==> src/rtl/lb2apb.sv <==
// Local-bus to APB4 master bridge: one write or read in flight, write wins on collision.
// Optional ACCESS-phase watchdog enabled by defining LB2APB_TIMEOUT_EN.
module lb2apb #(
   parameter int ADDR_W         = 32,
   parameter int DATA_W         = 32,
   parameter int STRB_W         = DATA_W / 8,
   parameter int TIMEOUT_CYCLES = 1024
) (
   input  logic              clk,
   input  logic              rst,
   input  logic [ADDR_W-1:0] waddr,
   input  logic [DATA_W-1:0] wdata,
   input  logic [STRB_W-1:0] wstrb,
   input  logic              wen,
   output logic              wready,
   input  logic [ADDR_W-1:0] raddr,
   input  logic              ren,
   output logic [DATA_W-1:0] rdata,
   output logic              rvalid,
   output logic              err,
   output logic              psel,
   output logic              penable,
   output logic              pwrite,
   output logic [ADDR_W-1:0] paddr,
   output logic [DATA_W-1:0] pwdata,
   output logic [STRB_W-1:0] pstrb,
   output logic [2:0]        pprot,
   input  logic [DATA_W-1:0] prdata,
   input  logic              pready,
   input  logic              pslverr
);

   typedef enum logic [1:0] {
      IDLE   = 2'd0,
      SETUP  = 2'd1,
      ACCESS = 2'd2,
      DONE   = 2'd3
   } state_t;

   state_t            state_q,   state_d;
   logic              psel_q,    psel_d;
   logic              penable_q, penable_d;
   logic              pwrite_q,  pwrite_d;
   logic [ADDR_W-1:0] paddr_q,   paddr_d;
   logic [DATA_W-1:0] pwdata_q,  pwdata_d;
   logic [STRB_W-1:0] pstrb_q,   pstrb_d;
   logic              wready_q,  wready_d;
   logic              rvalid_q,  rvalid_d;
   logic              err_q,     err_d;
   logic [DATA_W-1:0] rdata_q,   rdata_d;
   logic              tmo_hit_s;

`ifdef LB2APB_TIMEOUT_EN
   localparam int CNT_W = $clog2(TIMEOUT_CYCLES + 1);
   localparam logic [CNT_W-1:0] CNT_MAX = CNT_W'(TIMEOUT_CYCLES);

   logic [CNT_W-1:0] tmo_cnt_q, tmo_cnt_d;

   // Watchdog: cleared entering ACCESS, counts stalled ACCESS cycles, saturates
   always_comb begin
      tmo_cnt_d = tmo_cnt_q;
      tmo_hit_s = 1'b0;
      if (state_q == SETUP) begin
         tmo_cnt_d = '0;
      end else if ((state_q == ACCESS) && !pready) begin
         if (tmo_cnt_q != CNT_MAX) begin
            tmo_cnt_d = tmo_cnt_q + CNT_W'(1);
         end else begin
            tmo_cnt_d = tmo_cnt_q;
         end
         tmo_hit_s = (tmo_cnt_d == CNT_MAX);
      end else begin
         tmo_cnt_d = tmo_cnt_q;
      end
   end

   // Watchdog counter register
   always_ff @(posedge clk) begin
      if (rst) begin
         tmo_cnt_q <= '0;
      end else begin
         tmo_cnt_q <= tmo_cnt_d;
      end
   end
`else
   assign tmo_hit_s = 1'b0;
`endif

   // Next-state and registered-output computation
   always_comb begin
      state_d   = state_q;
      psel_d    = psel_q;
      penable_d = penable_q;
      pwrite_d  = pwrite_q;
      paddr_d   = paddr_q;
      pwdata_d  = pwdata_q;
      pstrb_d   = pstrb_q;
      wready_d  = 1'b0;
      rvalid_d  = 1'b0;
      err_d     = 1'b0;
      rdata_d   = '0;
      case (state_q)
         IDLE: begin
            if (wen) begin
               paddr_d   = waddr;
               pwdata_d  = wdata;
               pstrb_d   = wstrb;
               pwrite_d  = 1'b1;
               psel_d    = 1'b1;
               penable_d = 1'b0;
               state_d   = SETUP;
            end else if (ren) begin
               paddr_d   = raddr;
               pstrb_d   = '0;
               pwrite_d  = 1'b0;
               psel_d    = 1'b1;
               penable_d = 1'b0;
               state_d   = SETUP;
            end else begin
               state_d   = IDLE;
            end
         end
         SETUP: begin
            penable_d = 1'b1;
            state_d   = ACCESS;
         end
         ACCESS: begin
            if (pready) begin
               psel_d    = 1'b0;
               penable_d = 1'b0;
               err_d     = pslverr;
               wready_d  = pwrite_q;
               rvalid_d  = ~pwrite_q;
               rdata_d   = pwrite_q ? '0 : prdata;
               state_d   = DONE;
            end else if (tmo_hit_s) begin
               // Abandoned transfer completes with an error and no data
               psel_d    = 1'b0;
               penable_d = 1'b0;
               err_d     = 1'b1;
               wready_d  = pwrite_q;
               rvalid_d  = ~pwrite_q;
               rdata_d   = '0;
               state_d   = DONE;
            end else begin
               state_d   = ACCESS;
            end
         end
         DONE: begin
            state_d = IDLE;
         end
         default: begin
            psel_d    = 1'b0;
            penable_d = 1'b0;
            state_d   = IDLE;
         end
      endcase
   end

   // State and output registers
   always_ff @(posedge clk) begin
      if (rst) begin
         state_q   <= IDLE;
         psel_q    <= 1'b0;
         penable_q <= 1'b0;
         pwrite_q  <= 1'b0;
         paddr_q   <= '0;
         pwdata_q  <= '0;
         pstrb_q   <= '0;
         wready_q  <= 1'b0;
         rvalid_q  <= 1'b0;
         err_q     <= 1'b0;
         rdata_q   <= '0;
      end else begin
         state_q   <= state_d;
         psel_q    <= psel_d;
         penable_q <= penable_d;
         pwrite_q  <= pwrite_d;
         paddr_q   <= paddr_d;
         pwdata_q  <= pwdata_d;
         pstrb_q   <= pstrb_d;
         wready_q  <= wready_d;
         rvalid_q  <= rvalid_d;
         err_q     <= err_d;
         rdata_q   <= rdata_d;
      end
   end

   assign psel    = psel_q;
   assign penable = penable_q;
   assign pwrite  = pwrite_q;
   assign paddr   = paddr_q;
   assign pwdata  = pwdata_q;
   assign pstrb   = pstrb_q;
   assign pprot   = 3'b000;
   assign wready  = wready_q;
   assign rvalid  = rvalid_q;
   assign err     = err_q;
   assign rdata   = rdata_q;

endmodule

==> config.mk <==
export PLATFORM = sky130hd
export DESIGN_NAME = lb2apb
export DESIGN_NICKNAME = d
export VERILOG_FILES = /design/src/rtl/lb2apb.sv
export SDC_FILE = /design/constraint.sdc
export NUM_CORES = 1
export LEC_CHECK = 0
export ABC_AREA = 1
export CAP_MARGIN = 20
export CORE_AREA = 2 2 105 107
export CTS_BUF_LIST = sky130_fd_sc_hd__clkbuf_8 sky130_fd_sc_hd__clkbuf_16
export CTS_CLUSTER_DIAMETER = 80
export DETAILED_ROUTE_END_ITERATION = 10
export DIE_AREA = 0 0 107 109
export PLACE_DENSITY = 0.85
export SLEW_MARGIN = 0
export SYNTH_ARGS = -nofsm -noshare
export SYNTH_HDL_FRONTEND = slang
export SYNTH_SLANG_ARGS = --single-unit
==> constraint.sdc <==
create_clock -name clk -period 2.1 [get_ports clk]
set_input_delay 0.63 -clock clk [delete_from_list [all_inputs] [get_ports clk]]
set_output_delay 0.63 -clock clk [all_outputs]
set_load 0.1 [all_outputs]
Yosys cells after proc, flatten, opt, wreduce, memory -nomap -nowiden
Cells that the tools add are included.
Operators by class
  $lt $le $gt $ge: 0
  reduce and logical (&&, ||, !) cells: 10
  mux-type cells: 16
  shifts and indexed selects: 0
  multiply operators: 0
  div/mod/pow operators: 0
  bitwise gates (word level): 3
  add/subtract/negate cells: 0
  eq/ne operators: 5
Operator list (number)
  two-way mux 32 bit: 2
  two-way mux 1 bit: 9
  two-way mux 4 bit: 2
  case mux 2 bit (4 select lines): 1
  AND reduction 3 bit: 2
  equality test 2 bit (second input constant): 2
  AND reduction 2 bit: 2
  nonzero test 2 bit: 2
  OR reduction 4 bit: 1
  != test 3 bit (second input constant): 1
  inverter 1 bit: 3
  case mux 1 bit (3 select lines): 1
  nonzero test 3 bit: 1
  OR reduction 3 bit: 1
  equality test 2 x 1 -> 1 bit (second input constant): 1
  logical NOT 2 bit: 1
  != test 2 bit (second input constant): 1
  case mux 1 bit (2 select lines): 1
Storage, ports and cells
  memories: 0
  ROM bits: 0
  input bits: 138
  RAM bits: 0
  latch bits: 0
  output and inout bits: 109
  flip-flop bits (word level): 108
  word-level logic and storage cells: 45

Depth between registers and ports, before layout
  depth after elaboration: 3
  depth in mapped cells: 8
  mapped depth without buffers: 8

Worst setup path after synthesis
OpenSTA, ideal clock, no wires.
  path type: flip-flop to flip-flop
  start: register pwrite_q (netlist: pwrite)
  end: register rdata_q[10] (netlist: rdata[10])
  clock period less this slack: 1.597 ns
  arrival: 1.481 ns
  buffers on the path: 1
  setup slack: 0.503 ns
  data required time: 1.984 ns
  cell stages (with the launch flop): 5
  setup time: 0.116 ns
  cells stage by stage: dfxtp_1 -> inv_1 -> nand2_1 -> buf_2 -> nor2_1
On the way
  cells in the longest elaborated chain, start to end: 1
RTL lines
  start, declared: RTL line 43  | logic pwrite_q, pwrite_d;
  start signal, assigned: RTL line 178  | pwrite_q <= pwrite_d;
  OR reduction 4 bit (no source line)
  end signal, assigned: RTL line 185  | rdata_q <= rdata_d;
  end, declared: RTL line 50  | logic [DATA_W-1:0] rdata_q, rdata_d;
Every way passes these cells.
A chain may end at the register's enable or synchronous reset.

Worst setup path in the final report
  start: register rdata_q[24] (netlist: rdata[24])
  end: output rdata[24]
RTL lines
  end, declared: RTL line 18  | output logic [DATA_W-1:0] rdata,
No word-level cell between the ends.

==> out/results.txt <==
status = complete, no violations
Longest Clk Path Bufs = 2
Post-Syn Area per Cell = 7.48 um^2
CP Data Arrival Time = 1.00 ns
layout cells sized above 1 = 17.3%
slowest stage delay, CP = 0.35 ns
Multi-input gate area = 0.00146 mm^2
initial drt markers = 177
DR WL met3 = 871 um
n_diodes = 0
Yosys reg bits = 108
Via Count = 4254
top layer in use = met4
Crit path max-delay family = flip-flops
Layout Utilization = 70.7%
Yosys cell types = 20
power per cell area = 1150 mW/mm^2
initial antenna violation count = 0
row cnt = 38
Die Wd = 107 um
core area = 0.0106 mm^2
PostCTS Resize Cnt = 0
Crit Path Max Fanout = 1
Final period util = 77.6%
initial core utilization = 39.1%
Hold-fix buffers, CTS = 0
Hold Crit Class = reg2reg
crit path cell chain = buf_4
Worst-Skew Late Latency = 0.36 ns
proportion of synthesized chip area in sequential cells = 52.2%
Die H = 109 um
Fmax achieved = 0.614 GHz
Ports = 247
Placer Congestion = 0.787
WL/cell = 13.6 um
Metal-1 WL = 4520 um
most common cell after layout, fill and taps aside = nor2_1
port bufs = 243
Setup CP Type = reg2out
nets@finish = 931
CTS Buf Count = 9
vias in the first global route = 4336
DRC = 0
final setup fails = 0
drt via density = 4.56
first-pass GRT wire length = 20000 um
Routed Antenna Nets = 0
slowest CP cell = dfxtp_1
Worst setup EP type = output pin
HPWL Detailed = 9960 um
DR WL met2 = 6860 um
Synth area leader = dfxtp_1
final hold vios = 0
Worst-path clk slew = 0.11 ns
setup tns final = 0 ns
TritonCTS clock tree = built
routed wire length = 12600 um
Setup crit start kind = flip-flop
most frequent cells in the layout = 166 x nor2_1, 136 x clkdlybuf4s50_1, 108 x dfxtp_1, 90 x o21ai_0, 78 x inv_1
Post-Syn Area = 0.00414 mm^2
Slew Limit Fails = 0
fillcell total = 768
Worst EP required = 1.47 ns
post-synth top area share = 52.2%
clk root buf = clkbuf_8
Worst Skew = 0.0182 ns
Period minus WS final = 1.63 ns
CTS sink cnt = 108
static leakage = 3.43 nW
H-tree depth = 3
VDD IR-drop max = 791 uV
area grow syn2layout = 80.9%
Ys Warns = 0
FF/Latch Area = 0.00216 mm^2
Max Cap Viol = 0
Total GRT Usage = 21.6%
first-pass detailed-route iteration total = 4
Die Area = 0.0117 mm^2
Worst Path Buf+Inv = 1
unrepaired setup endpoints after global routing = false
gr ovfl total = 0
post-CTS setup buffer count = 0
dominant cells by area after synthesis = dfxtp_1 52%, nor2_1 15%, o21ai_0 11%, inv_1 7.1%, nand2_1 4.8%
cells after synthesis = 554
largest net degree at the start of global routing = 46
==> cell families (layout without fill, tap and decap cells) <==
kind of cell	Yosys count	after routing	share of synthesized area, %
and+or+nand+nor	222	222	20.9
other	1	3	0.0905
DFF	108	108	52.2
adders and majority gates	5	5	1.51
AOI/OAI and AO/OA	104	104	12.6
buffers and inverters	114	350	12.6
==> area by class of cell <==
class                   count  share of cell area (%)
clock buffers               9                    1.65
clock inverters             6                   0.651
inverters                  81                    4.13
multi-input cells         334                    19.5
flip-flops and latches    108                    28.9
well taps                 140                    2.34
repair buffers            254                    42.8
==> where the power goes <==
part	switching (mW)	total (mW)	internal [mW]
Clock	0.705	1.14	0.438
Sequential	0.330	2.71	2.38
Combinational	3.14	4.79	1.66
==> synth_stat cells <==
master and number:
dfxtp_1 108, buf_2 9, inv_1 78, nand2_1 53, conb_1 1, nor2_1 166
inv_2 1, buf_4 3, ha_1 5, a21oi_1 7, buf_6 9, o21ai_1 6
o21ai_0 90, nor2_8 2, clkbuf_1 11, inv_6 1, clkinv_1 1, buf_1 1
nand3_1 1, a211oi_1 1
==> sequential cells by signal, indices dropped and copies added, names as in the netlist <==
| signal | flops |
|---|---|
| wready | 1 |
| penable | 1 |
| pwrite | 1 |
| pstrb | 4 |
| err | 1 |
| rdata | 32 |
| state_q | 2 |
| psel | 1 |
| paddr | 32 |
| pwdata | 32 |
| rvalid | 1 |
==> path summary, 6_finish.rpt <==
check	startpoint	cells after the start	slack, ns	to
worst max-delay path	rdata[24]	1	0.47	rdata[24]
worst min-delay path	pstrb[1]	2	0.50	pstrb[1]
worst max register to register	state_q[0]	8	0.48	pwdata[15]
worst min register to register	pstrb[1]	2	0.50	pstrb[1]
==> stage by stage <==
| stage | setup slack [ns] | cell area [um^2] | hold slack [ns] | instances | power [mW] |
|---|---|---|---|---|---|
| final | 0.470 | 7490 | 0.505 | 932 | 8.65 |
| after detailed placement | 0.153 | 7320 | 0.496 | 917 | 7.57 |
| after floorplan | 0.503 | 4150 | 0.610 | 556 | 5.69 |
| after global routing | 0.389 | 7490 | 0.542 | 932 | 9.03 |
| after CTS | 0.457 | 7490 | 0.510 | 932 | 8.71 |
| after global placement | 0.229 | 7320 | 0.483 | 917 | 7.46 |
==> per-layer routing <==
metal	global-route usage (%)	vias up
met1	21.5	1917
met2	42.1	178
met3	6.28	29
met5	0	-
li1	-	2130
met4	8.16	0
(Power assumes the default switching activity.)
